File: config.mk
export PLATFORM = sky130hd
export DESIGN_NAME = instruction_fetch_unit
export DESIGN_NICKNAME = d
export VERILOG_FILES = /design/src/rtl/instruction_fetch_unit.sv
export SDC_FILE = /design/constraint.sdc
export NUM_CORES = 1
export LEC_CHECK = 0
export CORE_ASPECT_RATIO = 0.75
export CORE_UTILIZATION = 35
export CTS_BUF_LIST = sky130_fd_sc_hd__clkbuf_4 sky130_fd_sc_hd__clkbuf_8 sky130_fd_sc_hd__clkbuf_16
export DETAILED_ROUTE_END_ITERATION = 12
export RECOVER_POWER = 50
export SLEW_MARGIN = 20
export SYNTH_ARGS = -nofsm -noshare
export SYNTH_HDL_FRONTEND = slang
export SYNTH_SLANG_ARGS = --single-unit
File: constraint.sdc
create_clock -name clk -period 3.9 [get_ports clk]
set_clock_uncertainty 0.15 [all_clocks]
set_input_delay 0.78 -clock clk [delete_from_list [all_inputs] [get_ports clk]]
set_output_delay 0.78 -clock clk [all_outputs]
set_load 0.1 [all_outputs]
File: src/rtl/instruction_fetch_unit.sv
// Fetch stage: issues in-order word reads at the current PC, tracks in-flight
// requests with a pending-PC FIFO and buffers returned words for decode.
module instruction_fetch_unit #(
    parameter int unsigned XLEN  = 32,
    parameter int unsigned DEPTH = 2
) (
    input  logic            clk,
    input  logic            rst,
    input  logic [XLEN-1:0] pc_i,
    output logic            pc_adv_o,
    input  logic            flush_i,
    output logic            imem_req_valid_o,
    input  logic            imem_req_ready_i,
    output logic [XLEN-1:0] imem_addr_o,
    input  logic            imem_rsp_valid_i,
    input  logic [31:0]     imem_rsp_data_i,
    input  logic            imem_rsp_err_i,
    output logic            id_valid_o,
    input  logic            id_ready_i,
    output logic [31:0]     id_instr_o,
    output logic [XLEN-1:0] id_pc_o,
    output logic            id_fault_o
);

    localparam int unsigned     AW    = (DEPTH > 1) ? $clog2(DEPTH) : 1;
    localparam logic [31:0]     NOP   = 32'h0000_0013;
    localparam logic [AW+1:0]   LIMIT = (AW+2)'(DEPTH);
    localparam logic [AW:0]     FULL  = (AW+1)'(DEPTH);

    typedef enum logic [1:0] {
        BOOT,
        RUN,
        HALT,
        DRAIN
    } state_t;

    state_t state, state_next;

    logic [XLEN-1:0] pend_pc [DEPTH];
    logic [AW-1:0]   pend_wr, pend_rd;
    logic [AW:0]     inflight, inflight_next;

    logic [31:0]     q_instr [DEPTH];
    logic [XLEN-1:0] q_pc    [DEPTH];
    logic            q_fault [DEPTH];
    logic [AW-1:0]   q_wr, q_rd;
    logic [AW:0]     count, count_next;

    logic            misaligned, credit, flushing, accept, rsp, rsp_keep;
    logic            fault_push, q_push, q_pop;
    logic [31:0]     push_instr;
    logic [XLEN-1:0] push_pc;
    logic            push_fault;

    assign misaligned = pc_i[1:0] != 2'b00;
    assign credit     = ({1'b0, inflight} + {1'b0, count}) < LIMIT;
    assign flushing   = flush_i && (state != BOOT);
    assign rsp        = imem_rsp_valid_i && (inflight != '0);

    assign imem_req_valid_o = (state == RUN) && !flush_i && !misaligned && credit;
    assign accept           = imem_req_valid_o && imem_req_ready_i;
    assign pc_adv_o         = accept;
    assign imem_addr_o      = pc_i;

    // Responses only land in the queue while running; in DRAIN or on a flush
    // edge they are retired against the pending FIFO and discarded.
    assign rsp_keep   = rsp && (state == RUN) && !flush_i;
    assign fault_push = (state == RUN) && !flush_i && misaligned &&
                        (inflight == '0) && (count < FULL);
    assign q_push     = rsp_keep || fault_push;
    assign q_pop      = id_valid_o && id_ready_i && !flushing;

    always_comb begin
        push_instr = NOP;
        push_pc    = pc_i;
        push_fault = 1'b1;
        if (!fault_push) begin
            push_instr = imem_rsp_err_i ? NOP : imem_rsp_data_i;
            push_pc    = pend_pc[pend_rd];
            push_fault = imem_rsp_err_i;
        end
    end

    always_comb begin
        inflight_next = inflight;
        if (accept && !rsp)
            inflight_next = inflight + (AW+1)'(1);
        else if (!accept && rsp)
            inflight_next = inflight - (AW+1)'(1);
    end

    always_comb begin
        count_next = count;
        if (flushing)
            count_next = '0;
        else if (q_push && !q_pop)
            count_next = count + (AW+1)'(1);
        else if (!q_push && q_pop)
            count_next = count - (AW+1)'(1);
    end

    always_comb begin
        state_next = state;
        if (flushing) begin
            state_next = (inflight_next != '0) ? DRAIN : RUN;
        end else begin
            case (state)
                BOOT:    state_next = RUN;
                RUN:     if (fault_push) state_next = HALT;
                HALT:    state_next = HALT;
                DRAIN:   if (inflight_next == '0) state_next = RUN;
                default: state_next = BOOT;
            endcase
        end
    end

    always_ff @(posedge clk or negedge rst) begin
        if (!rst)
            state <= BOOT;
        else
            state <= state_next;
    end

    always_ff @(posedge clk or negedge rst) begin
        if (!rst) begin
            pend_wr  <= '0;
            pend_rd  <= '0;
            inflight <= '0;
            for (int unsigned i = 0; i < DEPTH; i++)
                pend_pc[i] <= '0;
        end else begin
            if (accept) begin
                pend_pc[pend_wr] <= pc_i;
                pend_wr          <= pend_wr + AW'(1);
            end
            if (rsp)
                pend_rd <= pend_rd + AW'(1);
            inflight <= inflight_next;
        end
    end

    always_ff @(posedge clk or negedge rst) begin
        if (!rst) begin
            q_wr  <= '0;
            q_rd  <= '0;
            count <= '0;
            for (int unsigned i = 0; i < DEPTH; i++) begin
                q_instr[i] <= '0;
                q_pc[i]    <= '0;
                q_fault[i] <= 1'b0;
            end
        end else begin
            if (flushing) begin
                q_wr <= '0;
                q_rd <= '0;
            end else begin
                if (q_push) begin
                    q_instr[q_wr] <= push_instr;
                    q_pc[q_wr]    <= push_pc;
                    q_fault[q_wr] <= push_fault;
                    q_wr          <= q_wr + AW'(1);
                end
                if (q_pop)
                    q_rd <= q_rd + AW'(1);
            end
            count <= count_next;
        end
    end

    assign id_valid_o = count != '0;
    assign id_instr_o = id_valid_o ? q_instr[q_rd] : '0;
    assign id_pc_o    = id_valid_o ? q_pc[q_rd]    : '0;
    assign id_fault_o = id_valid_o && q_fault[q_rd];

endmodule

# Yosys cells after proc, flatten, opt, wreduce, memory -nomap -nowiden
# Index checks and enable logic that the tools add are counted.
# W data, S select, Z words.
[word_totals] output_inout_bits=100 inputBits=71 regBits=204
[op_classes] reduce_logical=41 addsub=9 n_bitwise=5 n_eq_ne=5 muxes=42 magnitude_cmp=8
[op_table] op="$mux W32" n=16
[op_table] op="$bwmux W64" n=3
[op_table] op="$demux W32 S1" n=2
[op_table] op="$logic_and A1 B1 Y1" n=20
[op_table] op="$mux W2" n=9
[op_table] op="$reduce_bool A2 Y1" n=7
[op_table] op="$mux W1" n=9
[op_table] op="$ge A2 B2 Y1 const B" n=4
[op_table] op="$not A1 Y2" n=4
[op_table] op="$pmux W2 S4" n=1
[op_table] op="$logic_not A1 Y1" n=7
[op_table] op="$logic_not A2 Y1" n=3
[op_table] op="$ne A3 B3 Y1 const B" n=2
[op_table] op="$add A1 B1 Y1 const B" n=4
[op_table] op="$add A2 B1 Y2 const B" n=2
[op_table] op="$eq A2 B2 Y1 const B" n=2
[op_table] op="$lt A2 B1 Y1 const B" n=2
[op_table] op="$reduce_and A2 Y1" n=2
[op_table] op="$sub A2 B1 Y2 const B" n=2
[op_table] op="$add A2 B2 Y3" n=1
[op_table] op="$lt A3 B2 Y1 const B" n=1
[op_table] op="$reduce_bool A3 Y1" n=1
[op_table] op="$bwmux W2" n=1
[op_table] op="$eq A2 B1 Y1 const B" n=1
[op_table] op="4 further kinds" n=4

# Depth between registers and ports, before layout
# Gate-level depths: netlist of the first run.
[depth] ltp_word=13 mapped_depth=11 ltp_nobuf=8

# Worst setup path before layout of the first run
# Ideal clock, no wire load.
[synth_timing] path_type="register to output" from="reg inflight[0]" to="out imem_req_valid_o" setup_slack_ps=76 path_stages_with_launch=7 t_arrival_ps=2894 n_path_buf=1 required_ps=2970 path_cell_list="dfrtp_1 inv_1 nor2_1 fa_1 or4b_1 buf_2 nor2_1"
[synth_between] elab_chain_len=3
[synth_lines] item="start, declared" line="41" text="logic [AW:0] inflight, inflight_next;"
[synth_lines] item="start signal, assigned" line="138" text="inflight <= inflight_next;"
[synth_lines] item="$add A2 B2 Y3" line="56" text="assign credit = ({1'b0, inflight} + {1'b0, count}) < LIMIT;"
[synth_lines] item="$lt A3 B2 Y1" line="56"
[synth_lines] item="$logic_and A1 B1 Y1" line="60" text="assign imem_req_valid_o = (state == RUN) && !flush_i && !misaligned && credit;"
[synth_lines] item="end, declared" line="12" text="output logic imem_req_valid_o,"
# Every way passes these cells.

# Worst setup path after layout of the first run
[layout_timing] from="reg count[0]" to="out pc_adv_o"
[layout_between] elab_chain_len=4
[layout_lines] item="start, declared" line="47" text="logic [AW:0] count, count_next;"
[layout_lines] item="start signal, assigned" line="166" text="count <= count_next;"
[layout_lines] item="$add A2 B2 Y3" line="56"
[layout_lines] item="$lt A3 B2 Y1" line="56"
[layout_lines] item="$logic_and A1 B1 Y1" line="60"
[layout_lines] item="$logic_and A1 B1 Y1" line="61" text="assign accept = imem_req_valid_o && imem_req_ready_i;"
[layout_lines] item="end, declared" line="10" text="output logic pc_adv_o,"
# Every way passes these cells.

==> flow_summary.toml, run 1 <==
[status]
outcome = "complete, but fails checks"
violations = "capacitance limit, slew limit"

[setup_path]
critPathBufInv = 3
critical_path_arrival_ns = 2.79
r2r-end = "q_instr[12]$_DFFE_PN0P_"
path_cells = "inv_1, nor2_1, fa_1, or4b_1, or2_4, inv_2, buf_12"
path_max_fanout = 6
cp_slowest_stage_delay_ns = 0.63
r2r_cells = 10
r2r-start = "inflight[1]$_DFF_PN0_"
regToRegSetupSlack_ns = 0.46
slowest_stage = "or4b_1"
endpoint_kind = "output port"
cp-start-kind = "register"
critPathRequiredTime_ns = 2.97
path_delay_family = "simple AND/OR/NAND/NOR gates"
crit_type = "register to output port"

[drt]
ant_nets = 0
vias = 6632
wl_per_cell_um = 16.2
drc = 0
dr.pass1.iters = 4
viasPerCell = 4.81
drtIter0Drc = 274
wl_mm = 22.4

[timing]
final_hold_viol_count = 0
tns_ns = 0
fin_hold_ws_ns = 0.329
rsz0062_at_grt = "no"
min_period_ns = 3.72
fin_crit_sh = 0.954
fmax_mhz = 269
slew_violations = 103
worstMarginPinSlew_ns = 2.02
slew_headroom = -0.344
setup_violations = 0

[hold_path]
hold_start = "q_instr[53]$_DFFE_PN0P_"
min_to = "q_instr[53]$_DFFE_PN0P_"
min_path_type = "register to register"
hold_path_depth = 2

[global_route]
grt_start_max_net_pins = 79
antenna_found_initial = 0
grt_pass1_vias = 6842
grtUsageTotal = 0.161
gr-total-overflow = 0
grt_pass1_wl_mm = 36.9

[floorplan]
initial_utilization = 0.359
core_area_um2 = 27100
core.rowCount = 52
die-area_um2 = 28500
die_x_um = 195
ios = 171
die_h_um = 146

[clock_network]
clock-root-buffer = "clkbuf_16"
cts.repair.resized = 0
cts_sinks = 204
cts_tree = "yes"
path_clk_slew_ns = 0.06
post_cts_buffers = 0
worstSkewPairLatency_ns = 0.49
cts_made_buffers = 21
hold_buffers = 0
clockBufferDepth = 3
htreeDepth = 1

[pwr]
power.density_nw_per_um2 = 681
p_leak_nw = 5.65
peakVddDrop_mv = 0.315

[flow_run]
drv_cap = 2

[yosys]
synth_top_area_share = 0.524
synth_edf_count = 0
synth_nets = 966
synth_area_leaders = "dfrtp_1, mux2_1, mux2i_1"
synth.avg_cell_area_um2 = 10.9
synthArstFlopShare = 1.00
netlist_area_um2 = 9740
synth_seq_cells = 204
synth-main-ff-cell = "dfrtp_1"
ys_seq_area_frac = 0.524
syn_inst = 890
ys_types = 45
yosysWarnings = 0
synth_top_cell_by_area = "dfrtp_1"

[layout]
layout-drive-gt1-share = 0.150
nets = 1089
num_antenna_cells = 0
layout_commonest_cell = "dfrtp_1"
area_growth_pct = 23.2
final_cell_mix = "dfrtp_1, mux2_1, nor2_1, nand2_1, mux2i_1"

[placed_design]
numPortBuffers = 170
gp_congestion = 0.743
hpwl_mm = 15.1
[how the worst max path moves through the flow]
stage / startpoint / to / slack (ns) / cells past startpoint
CTS: count[0]$_DFFE_PN0P_ / pc_adv_o / 0.15 / 7
global placement: flush_i / pc_adv_o / 0.45 / 5
global route: count[0]$_DFFE_PN0P_ / pc_adv_o / 0.03 / 7
finish: count[0]$_DFFE_PN0P_ / pc_adv_o / 0.18 / 7
detailed placement: flush_i / pc_adv_o / 0.44 / 5
floorplan: inflight[0]$_DFF_PN0_ / imem_req_valid_o / 0.08 / 6
[metal layers]
metal | global-route usage | up-vias | wire length, µm
li1 | - | 3227 | -
met1 | 0.239 | 3261 | 11600
met2 | 0.250 | 123 | 9700
met3 | 0.0266 | 21 | 794
met4 | 0.0258 | 0 | 274
met5 | 0 | - | 0
[tightest hold or removal path, delay by kind of cell (launching register included)]
| family | cells | cell delay [ns] |
|---|---|---|
| compound gates | 1 | 0.06 |
| flops | 1 | 0.34 |
| simple gates | 1 | 0.05 |
[cell usage after synthesis, types with 3 or more instances]
cell type	n
mux2i_1	98
o21ai_0	11
xor2_1	3
buf_1	7
ha_1	4
nor2_1	109
inv_1	8
dfrtp_1	204
clkbuf_1	34
nor2b_1	4
buf_2	12
buf_4	39
a21oi_1	36
mux2_1	124
nand2_1	104
o21ai_1	56
[through the flow]
step	util	setup slack, ns	std cells	area, µm²	total power [mW]
floorplan	-	0.0759	890	9740	5.49
global placement	0.422	0.452	1341	11400	6.20
detailed placement	0.422	0.436	1341	11400	6.28
CTS	0.447	0.151	1378	12100	8.29
global route	0.442	0.0257	1378	12000	8.72
finish	0.442	0.179	1378	12000	8.17
[flip-flops by register name, indices dropped and copies added (netlist names), 2 cells and up]
name,flops
count,2
inflight,2
state,2
q_pc,64
q_instr,64
pend_pc,64
q_fault,2
[area by class of cell]
class	instances	area [µm²]
Fill cell	2590	15100
Tap cell	351	439
Sequential cell	204	5110
Clock buffer	30	612
Inverter	9	33.8
Multi-Input combinational cell	585	4130
Timing Repair Buffer	192	1620
Clock inverter	7	63.8
[cells by family (layout without fill, tap and decap cells)]
logic type,after synthesis,count (layout),share of synthesized area
DFF,204,204,0.524
adders and majority gates,5,5,0.00719
muxes,223,223,0.245
AOI/OAI and AO/OA,112,112,0.0614
and+or+nand+nor,240,240,0.102
buffers and inverters,101,238,0.0555
xor gates and xnor gates,5,5,0.00450
[power breakdown]
part	total, mW	switching [mW]	internal [mW]	leakage [nW]
Combinational	2.74	1.61	1.13	2.57
Clock	1.98	0.824	1.16	0.346
Sequential	3.45	0.539	2.91	2.73
Power figures use the tool's default switching activity.
==> run 2: changes to the inputs <==
==> constraint.sdc (replaced) <==
create_clock -name clk -period 4.5 [get_ports clk]
set_clock_uncertainty 0.15 [all_clocks]
set_input_delay 0.9 -clock clk [delete_from_list [all_inputs] [get_ports clk]]
set_output_delay 0.9 -clock clk [all_outputs]
set_load 0.1 [all_outputs]
==> run 2 against run 1 <==
Against the previous run: the run still ends with capacitance limit, slew limit left; sequential share of layout area down 0.10 points; die area unchanged; clock power down 3%; non-clock buffer count down 7; total power down 11%; first-iteration DRC count down 4.7%; final cell count down 0.29%; wire length up 2.0%; sequential cell count unchanged; combinational power down 14%; register-to-register slack better by 0.44 ns; count of clock-buffer cells in the layout down 1.
==> flow_summary.toml, run 2 (synthesis results as in run 1) <==
[status]
outcome = "complete, but fails checks"
violations = "capacitance limit, slew limit"

[pwr]
p_total_mw = 7.26
peakVddDrop_mv = 0.315
p_leak_nw = 5.61
power.density_nw_per_um2 = 603

[drt]
wl_per_cell_um = 16.6
viasPerCell = 4.85
wl_mm = 22.8
ant_nets = 0
dr.pass1.iters = 4
drc = 0
drtIter0Drc = 261
vias = 6659

[floorplan]
die_x_um = 195
die-area_um2 = 28500
initial_utilization = 0.359
core.rowCount = 52
ios = 171
core_area_um2 = 27100
die_h_um = 146

[clock_network]
clock-root-buffer = "clkbuf_16"
path_clk_slew_ns = 0.06
htreeDepth = 1
worstSkewPairLatency_ns = 0.50
cts.repair.resized = 0
cts_sinks = 204
clockBufferDepth = 3
hold_buffers = 0
post_cts_buffers = 0
cts_tree = "yes"
cts_made_buffers = 22

[hold_path]
hold_start = "q_instr[53]$_DFFE_PN0P_"
min_path_type = "register to register"
min_to = "q_instr[53]$_DFFE_PN0P_"
hold_path_depth = 2

[placed_design]
hpwl_mm = 15.1
place_ws_ns = 0.790
numPortBuffers = 170
gp_congestion = 0.705

[timing]
fin_hold_ws_ns = 0.326
rsz0062_at_grt = "no"
setup_violations = 0
final_hold_viol_count = 0
slew_headroom = -0.576
slew_violations = 111
tns_ns = 0
fin_crit_sh = 0.872
worstMarginPinSlew_ns = 2.36
fin_ws_ns = 0.576
fmax_mhz = 255
min_period_ns = 3.92

[layout]
num_antenna_cells = 0
layout-drive-gt1-share = 0.126
final_cell_mix = "dfrtp_1, mux2_1, nor2_1, nand2_1, mux2i_1"
nets = 1083
layout_commonest_cell = "dfrtp_1"
reg.largest.list = "pend_pc (64), q_instr (64), q_pc (64)"
area_growth_pct = 23.5

[flow_run]
drv_cap = 2

[global_route]
grt_pass1_vias = 6771
gr-total-overflow = 0
grt_use_met1 = 0.240
antenna_found_initial = 0
grt_use_met2 = 0.256
grt_use_met3 = 0.0233
busiest_layer = "met2"
grtUsageTotal = 0.163
grt_start_max_net_pins = 92
grt_pass1_wl_mm = 37.4

[setup_path]
crit_type = "register to output port"
r2r_cells = 8
critical_path_arrival_ns = 2.87
r2r-start = "inflight[0]$_DFF_PN0_"
endpoint_kind = "output port"
r2r-end = "q_pc[48]$_DFFE_PN0P_"
critPathRequiredTime_ns = 3.45
regToRegSetupSlack_ns = 0.90
cp-start-kind = "register"
path_max_fanout = 6
run 2: cell count changes in the layout (fill, tap and decap cells not counted), moves of 7 or more:
cell / before / now
o21ai_1: 47 / 54
clkbuf_4: 8 / 1
o21ai_0: 20 / 13
clkdlybuf4s50_1: 69 / 80
clkbuf_1: 22 / 30
buf_4: 91 / 67
run 2: worst max path at each step:
stage / from / endpoint / slack, ns / cells after the start
after floorplan: inflight[0]$_DFF_PN0_ / imem_req_valid_o / 0.56 / 6
after global placement: flush_i / pc_adv_o / 0.81 / 5
after detailed placement: flush_i / pc_adv_o / 0.79 / 5
after CTS: q_rd$_DFFE_PN0P_ / id_pc_o[27] / 0.57 / 4
after global routing: pc_i[0] / q_instr[54]$_DFFE_PN0P_ / 0.37 / 7
final: count[0]$_DFFE_PN0P_ / pc_adv_o / 0.58 / 7
run 2: metal layers:
layer,routed length (µm),vias up,part of all wire
li1,-,3231,-
met2,10100,129,0.44
met3,725,22,0.032
met5,0,-,0
met1,11600,3277,0.51
met4,369,0,0.016
run 2: worst max-delay path, cell delays in order, from the launching register on:
cell     delay (ns)
dfrtp_1        0.43
inv_1          0.09
nor2_1         0.13
fa_1           0.41
or4b_1         0.61
or2_0          0.38
inv_2          0.14
buf_12         0.18
run 2: power breakdown:
part | internal [mW] | switching (mW)
combinational | 0.940 | 1.41
clock | 1.19 | 0.738
sequential | 2.52 | 0.458
total | 4.65 | 2.60
run 2: layout make-up:
type	count	area [µm²]
Tap cell	351	439
Timing Repair Buffer	185	1540
Multi-Input combinational cell	585	4120
Inverter	9	33.8
Sequential cell	204	5110
Fill cell	2574	15100
Clock buffer	29	652
Clock inverter	11	136
run 2: through the flow:
| stage | instance area [µm²] | util | cells |
|---|---|---|---|
| 5_1_grt | 12000 | 0.443 | 1374 |
| 2_1_floorplan | 9740 | - | 890 |
| 6_report | 12000 | 0.443 | 1374 |
| 3_3_place_gp | 11400 | 0.419 | 1334 |
| 4_1_cts | 12200 | 0.448 | 1374 |
| 3_5_place_dp | 11400 | 0.419 | 1334 |
==> run 3: changes to the inputs <==
==> constraint.sdc (replaced) <==
create_clock -name clk -period 4.5 [get_ports clk]
set_clock_uncertainty 0.15 [all_clocks]
set_input_delay 0.9 -clock clk [delete_from_list [all_inputs] [get_ports clk]]
set_output_delay 0.9 -clock clk [all_outputs]
set_load 0.05 [all_outputs]
==> run 3 against run 2 <==
Against the previous run: the run still ends with capacitance limit, slew limit left; combinational power down 8%; fmax down 6.0%; sequential cell count unchanged; setup slack worse by 0.25 ns; wire length down 0.17%; critical path depth down 1; sequential power down 2%; total power down 4.1%.
==> flow_summary.toml, run 3 (synthesis results as in run 1) <==
[placed_design]
gp_congestion = 0.748
hpwl_mm = 15.2
numPortBuffers = 170
dp_cells = 1337

[status]
outcome = "complete, but fails checks"
violations = "capacitance limit, slew limit"

[floorplan]
initial_utilization = 0.359
die-area_um2 = 28500
ios = 171
die_x_um = 195
core_area_um2 = 27100
die_h_um = 146
core.rowCount = 52

[drt]
dr.pass1.iters = 4
viasPerCell = 4.84
wl_mm = 22.8
drtIter0Drc = 269
ant_nets = 0
vias = 6658
wl_per_cell_um = 16.6
drc = 0

[setup_path]
path_cells = "inv_1, nor2_1, fa_1, or4b_1, nor2_1, clkdlybuf4s50_1"
endpoint_kind = "output port"
path_delay_family = "buffers and inverters"
path_max_fanout = 6
cp_slowest_stage_delay_ns = 0.81
slowest_stage = "clkdlybuf4s50_1"
regToRegSetupSlack_ns = 0.79
crit_start = "count[0]$_DFFE_PN0P_"
critPathRequiredTime_ns = 3.45
critical_path_arrival_ns = 3.12
critPathBufInv = 2
r2r-start = "inflight[0]$_DFF_PN0_"
path_depth = 6
r2r-end = "q_instr[63]$_DFFE_PN0P_"
crit_type = "register to output port"
cpMostUsedCell = "nor2_1"
r2r_cells = 8
crit_path_end = "imem_req_valid_o"
cp-start-kind = "register"

[global_route]
gr-total-overflow = 0
grt_start_max_net_pins = 75
grt_pass1_wl_mm = 37.4
grt_pass1_vias = 6829
grtUsageTotal = 0.164
antenna_found_initial = 0

[clock_network]
hold_buffers = 0
worstSkewPairLatency_ns = 0.50
htreeDepth = 1
post_cts_buffers = 0
path_clk_slew_ns = 0.06
cts.repair.resized = 0
clock-root-buffer = "clkbuf_16"
clockBufferDepth = 3
cts_tree = "yes"
cts_made_buffers = 22
cts_sinks = 204

[timing]
fmax_mhz = 240
tns_ns = 0
slew_violations = 164
worstMarginPinSlew_ns = 1.87
min_period_ns = 4.17
fin_crit_sh = 0.927
setup_violations = 0
rsz0062_at_grt = "no"
final_hold_viol_count = 0
slew_headroom = -0.245

[layout]
area_growth_pct = 26.5
layout_commonest_cell = "dfrtp_1"
multi_input_area_um2 = 4120
fin_cells = 1375
layout-drive-gt1-share = 0.0703
nets = 1086
final_cell_mix = "dfrtp_1, clkdlybuf4s50_1, mux2_1, nor2_1, nand2_1"
regArea_um2 = 5110
reg.largest.list = "pend_pc (64), q_instr (64), q_pc (64)"
fillers = 2609
num_antenna_cells = 0

[pwr]
peakVddDrop_mv = 0.272
power.density_nw_per_um2 = 565
p_leak_nw = 5.57

[hold_path]
min_path_type = "input port to async pin"

[flow_run]
drv_cap = 3
==> run 3: worst min path at each step <==
stage	start	endpoint
floorplan	q_instr[47]$_DFFE_PN0P_	q_instr[47]$_DFFE_PN0P_
detailed placement	q_instr[47]$_DFFE_PN0P_	q_instr[47]$_DFFE_PN0P_
global placement	q_instr[4]$_DFFE_PN0P_	q_instr[4]$_DFFE_PN0P_
finish	rst	pend_pc[17]$_DFFE_PN0P_
CTS	rst	pend_pc[17]$_DFFE_PN0P_
global route	rst	pend_pc[17]$_DFFE_PN0P_
==> run 3: final cells by class <==
cell class	count	share of cell area
clock buffer	31	0.0531
clock inverter	7	0.00691
timing repair buffer	188	0.152
tap	351	0.0356
multi-input combinational	585	0.335
inverter	9	0.00274
sequential	204	0.415
==> run 3: per-stage QoR <==
| step | setup WS [ns] | instance area (µm²) | power [mW] | hold slack [ns] | util |
|---|---|---|---|---|---|
| after floorplan | 1.16 | 9740 | 4.50 | 0.299 | - |
| after global placement | 0.428 | 11600 | 5.13 | 0.312 | 0.429 |
| after detailed placement | 0.425 | 11600 | 5.21 | 0.321 | 0.429 |
| after CTS | 0.257 | 12400 | 7.09 | 0.257 | 0.456 |
| after global routing | 0.123 | 12300 | 7.44 | 0.258 | 0.454 |
| final | 0.327 | 12300 | 6.96 | 0.231 | 0.454 |
==> run 3: where the power goes <==
| part | internal, mW | leakage [nW] | total [mW] | switching (mW) |
|---|---|---|---|---|
| clock | 1.12 | 0.376 | 1.85 | 0.726 |
| combinational | 0.977 | 2.47 | 2.17 | 1.19 |
| sequential | 2.52 | 2.73 | 2.93 | 0.411 |
==> run 3: metal layers <==
layer,vias to the layer above,share of wire,track usage
li1,3232,-,-
met2,136,0.45,0.256
met3,27,0.037,0.0289
met4,0,0.018,0.0349
met1,3263,0.49,0.238
met5,-,0,0
